`config.mk`:
```
export PLATFORM = sky130hd
export DESIGN_NAME = bit_serializer
export DESIGN_NICKNAME = d
export VERILOG_FILES = /design/src/rtl/bit_serializer.sv
export SDC_FILE = /design/constraint.sdc
export NUM_CORES = 1
export LEC_CHECK = 0
export ABC_AREA = 0
export CORE_MARGIN = 8
export CORE_UTILIZATION = 40
export DETAILED_ROUTE_END_ITERATION = 7
export PLACE_DENSITY = 0.69
export RECOVER_POWER = 25
export SETUP_SLACK_MARGIN = 0.2
export SLEW_MARGIN = 10
export SYNTH_ARGS = -nofsm -noshare
export SYNTH_HDL_FRONTEND = slang
export SYNTH_SLANG_ARGS = --single-unit
```
`constraint.sdc`:
```
create_clock -name CLK -period 2.3 [get_ports CLK]
set_input_delay 0.345 -clock CLK [delete_from_list [all_inputs] [get_ports CLK]]
set_output_delay 0.345 -clock CLK [all_outputs]
set_load 0.005 [all_outputs]
```
`src/rtl/bit_serializer.sv`:
```
// Parallel-to-serial stage: WIDTH-bit words in over valid/ready, one bit per clock out.
// A one-word holding buffer lets back-to-back words stream out with no gap.
module bit_serializer #(
    parameter int WIDTH     = 8,
    parameter bit MSB_FIRST = 1'b1,
    parameter bit IDLE_BIT  = 1'b0
) (
    input  logic             CLK,
    input  logic             RST,
    input  logic [WIDTH-1:0] DIN,
    input  logic             DIN_VALID,
    output logic             DIN_READY,
    output logic             SOUT,
    output logic             SOUT_VALID,
    output logic             SOUT_FIRST,
    output logic             SOUT_LAST,
    output logic             BUSY
);

    localparam int CW = $clog2(WIDTH);
    localparam logic [CW-1:0] LAST_CNT = CW'(WIDTH - 1);

    typedef enum logic {
        IDLE  = 1'b0,
        SHIFT = 1'b1
    } state_t;

    state_t           state;
    state_t           state_next;
    logic [WIDTH-1:0] shift_reg;
    logic [WIDTH-1:0] hold_reg;
    logic [WIDTH-1:0] shifted;
    logic [CW-1:0]    bit_cnt;
    logic             hold_full;
    logic             accept;
    logic             last_bit;
    logic             out_bit;

    assign accept   = DIN_VALID & ~hold_full;
    assign last_bit = (bit_cnt == LAST_CNT);

    // The output end of shift_reg is fixed; the word moves toward it.
    assign out_bit = MSB_FIRST ? shift_reg[WIDTH-1] : shift_reg[0];
    assign shifted = MSB_FIRST ? {shift_reg[WIDTH-2:0], 1'b0}
                               : {1'b0, shift_reg[WIDTH-1:1]};

    always_ff @(posedge CLK or posedge RST) begin
        if (RST) begin
            state <= IDLE;
        end else begin
            state <= state_next;
        end
    end

    always_comb begin
        state_next = state;
        unique case (state)
            IDLE: begin
                if (accept) state_next = SHIFT;
            end
            SHIFT: begin
                if (last_bit && !hold_full && !accept) state_next = IDLE;
            end
            default: state_next = IDLE;
        endcase
    end

    always_ff @(posedge CLK or posedge RST) begin
        if (RST) begin
            shift_reg <= '0;
            hold_reg  <= '0;
            bit_cnt   <= '0;
            hold_full <= 1'b0;
        end else begin
            unique case (state)
                IDLE: begin
                    if (accept) begin
                        shift_reg <= DIN;
                        bit_cnt   <= '0;
                    end
                end
                SHIFT: begin
                    if (!last_bit) begin
                        shift_reg <= shifted;
                        bit_cnt   <= bit_cnt + CW'(1);
                        if (accept) begin
                            hold_reg  <= DIN;
                            hold_full <= 1'b1;
                        end
                    end else if (hold_full) begin
                        shift_reg <= hold_reg;
                        bit_cnt   <= '0;
                        hold_full <= 1'b0;
                    end else if (accept) begin
                        // Word arriving on the last-bit edge skips the buffer.
                        shift_reg <= DIN;
                        bit_cnt   <= '0;
                    end
                end
                default: begin
                    bit_cnt   <= '0;
                    hold_full <= 1'b0;
                end
            endcase
        end
    end

    always_comb begin
        DIN_READY  = ~hold_full;
        SOUT_VALID = (state == SHIFT);
        SOUT       = SOUT_VALID ? out_bit : IDLE_BIT;
        SOUT_FIRST = SOUT_VALID & (bit_cnt == '0);
        SOUT_LAST  = SOUT_VALID & last_bit;
        BUSY       = SOUT_VALID | hold_full;
    end

endmodule

```
==> impl_results.md <==
- Status: completed
- ANT cells: 0
- Fillers: around 260
- Compound-Gate Fraction of Synth Area: 0.1459
- Tmin final: between 1.5 and 2 ns
- Busiest grt layer: met2
- Total track usage: 0.1079
- Layout net count: 133
- Crit path capture type: output pin
- Crit-path max FO: 19
- Synth top area share: 0.4714
- DP Wirelength: about 1600 µm
- Drt total wl: between 2000 and 2500 µm
- Worst path required time: between 1.5 and 2 ns
- RSZ-0062 raised after global routing: no
- Gpl congestion: 0.8105
- Placement row count: 19
- Clock Latency Late Sink: about 0.3 ns
- Setup WS post-layout: 0.3249 ns
- RR Startpoint: bit_cnt[0]$_DFF_PP0_
- Max Slew Vio Count: 0
- Synthesized cell area: around 1100 µm²
- Met2 GRT Util: 0.1719
- Peak supply drop: between 600 and 700 µV
- Layout area overhead: 17.96%
- Power Density: ~1200 nW/µm²
- Worst path bufs/invs: 1
- GRT overflow: 0
- Top_reg_cell synth: dfrtp_1
- Worst path max stage delay: 0.55 ns
- Hold path startpoint: hold_reg[2]$_DFFE_PP0P_
- Synth Register Bits: 21
- Critical path class: reg -> out
- Layout cell share with drive strength beyond 1: 0.1795
- Pin count of the biggest net entering global routing: 22
- Internal reg-to-reg setup slack: between 0.4 and 0.5 ns
- Hold path endpoint: hold_reg[2]$_DFFE_PP0P_
- Post-synth EDFFs: 0
- Cell count after synthesis: 99
- Largest family of logic cells by synthesized area: compound AO/OA/AOI/OAI gates
- Arrival @ worst endpoint: around 1.6 ns
- Starting Density: 0.4114
- Clock Tree Buf Depth: 2
- Vias in the first global route: 822
- Max cap viols: 0
- CP Cell Sequence: or2_2 -> clkdlybuf4s50_1
- Fin Clk Skew: 0.009210 ns
- Part of the cycle the worst path needs: 0.8587
- CTS tree: built
- DRT iter0 DRCs: 32
- Place WS: 0.4881 ns
- Fmax achieved: 0.5063 GHz
- WHS: ~0.54 ns
- Vias: roughly 800
- Core area: approximately 2700 µm²
- Startpoint types: register
- Cts-stage hold buffer count: 0
- Worst hold stages: 1
- Sequential area share after synthesis: 0.4714
- Syn_nets: ~110
- Initial antenna violation count: 0
- Post-synth top area cell: dfrtp_1
- RR Endpoint: bit_cnt[0]$_DFF_PP0_
- Cell family with most CP delay: flip-flops
- DRT Pass-1 Iters: 4
- CTS buffer count: 3
- H-Tree Depth: 1
- Chip Height: 68.79 µm
- Number of port buffers: 16
- Reg area: 526.8 µm²
- First-pass GRT wire length: a little under 4000 µm
- Avg Cell Area, Syn: around 11 µm²
- Clk sinks: 21
- Synth unique cells: 26
- Yosys warns: 0
- Synth area leaders: dfrtp_1, mux2_4, nand2_1, a32oi_1, ha_1
- Post-route ant nets: 0
- Multi-input combinational cell area: just over 500 µm²
- Post-Synth Simple-Gate Area: 0.1392
- Synth Area in XOR/XNOR: 0
- Total die area: roughly 4700 µm²
- Via-to-Cell Ratio: roughly 5.5
- Met1 Use GR: 0.1398
- Slew headroom: 0.2332
- Slew @ Worst Pin: 1.150 ns
- Root buffer cell: clkbuf_4
- Final setup fails: 0
- Crit-path slowest cell: dfrtp_2
- Final hold vios: 0
- Die width: between 60 and 70 µm
- Met3 GRT Util: 0.02585
- Area share of fa/ha/maj cells after synthesis: 0.04489
- # IOs: 17
- DRC viols: 0
- Post-synthesis mux area share: 0.1257
- Clock Pin Slew Worst Setup and Hold Paths: 0.11 ns
- Per-cell routed wire length: 15.73 µm
- R2R depth: 7
- Synth async-reset ratio: 1.000
- TNS Setup: 0 ns
- LEAKAGE: 0.0006128 µW
- Hold Crit Class: reg -> reg
[layout by cell type (no fill, tap or decap), types with 2 or more instances in the layout]
cell type	synthesis	layout
inv_1	4	4
a32oi_1	7	7
clkdlybuf4s50_1	0	13
ha_1	4	4
dlymetal6s2s_1	0	2
dfrtp_1	21	20
o22ai_1	7	7
nand2b_1	2	2
nand2_1	20	20
a22o_1	2	2
mux2i_1	2	2
nor2_1	3	3
buf_4	0	4
and2_1	2	2
clkbuf_4	0	3
mux2_4	8	8
[power breakdown]
part	internal (µW)	switching (µW)
clock network	64.8	112
registers	546	148
logic	412	285
[Yosys cell counts (2+ instances only)]
cell,instances
mux2_4,8
inv_1,4
dfrtp_1,21
and2_1,2
a32oi_1,7
nand2b_1,2
clkbuf_1,2
nand2_1,20
ha_1,4
nor2_1,3
buf_6,3
o22ai_1,7
mux2i_1,2
a22o_1,2
[cell type report]
type | instances | share of cell area
Sequential cell | 21 | 0.4006
Inverter | 4 | 0.01142
Clock buffer | 3 | 0.01713
Clock inverter | 1 | 0.003806
Multi-Input combinational cell | 67 | 0.3863
Timing Repair Buffer | 21 | 0.1513
Tap cell | 31 | 0.02950
[logic make-up after synthesis]
| logic type | Yosys count |
|---|---|
| AND/OR/NAND/NOR | 32 |
| AO/OA/AOI/OAI | 21 |
| flip-flops | 21 |
| buffers and inverters | 11 |
| multiplexers | 10 |
| adder cells (fa/ha/maj) | 4 |
[how the worst max path moves through the flow]
stage	startpoint	endpoint	slack, ns	cells past startpoint
after global routing	SOUT_VALID$_DFF_PP0_	BUSY	0.26	2
after detailed placement	SOUT_VALID$_DFF_PP0_	SOUT_LAST	0.49	2
final	SOUT_VALID$_DFF_PP0_	BUSY	0.32	2
after global placement	SOUT_VALID$_DFF_PP0_	SOUT_LAST	0.51	2
after floorplan	bit_cnt[0]$_DFF_PP0_	hold_reg[0]$_DFFE_PP0P_	0.58	6
after CTS	bit_cnt[0]$_DFF_PP0_	SOUT_LAST	0.20	4
[per-stage QoR]
| step | util | cells | area, µm² | power (µW) |
|---|---|---|---|---|
| 6_report | 0.4852 | 148 | 1315 | 1568 |
| 5_1_grt | 0.4852 | 148 | 1315 | 1687 |
| 4_1_cts | 0.4820 | 147 | 1306 | 1571 |
| 3_3_place_gp | 0.4686 | 142 | 1270 | 1338 |
| 3_5_place_dp | 0.4686 | 142 | 1270 | 1371 |
| 2_1_floorplan | - | 99 | 1115 | 1169 |
[layer usage]
| layer | wire, µm | up-vias |
|---|---|---|
| met3 | 95 | 2 |
| met4 | 16 | 0 |
| met5 | 0 | - |
| met2 | 1199 | 19 |
| met1 | 1016 | 398 |
| li1 | - | 390 |
[repair_timing]
item,4_1_cts,5_1_grt
gates cloned,0,0
endpoints found under the setup margin,4,2
resized for setup,1,2
setup buffers,1,1
No activity file was read; power rests on OpenSTA's default activity.
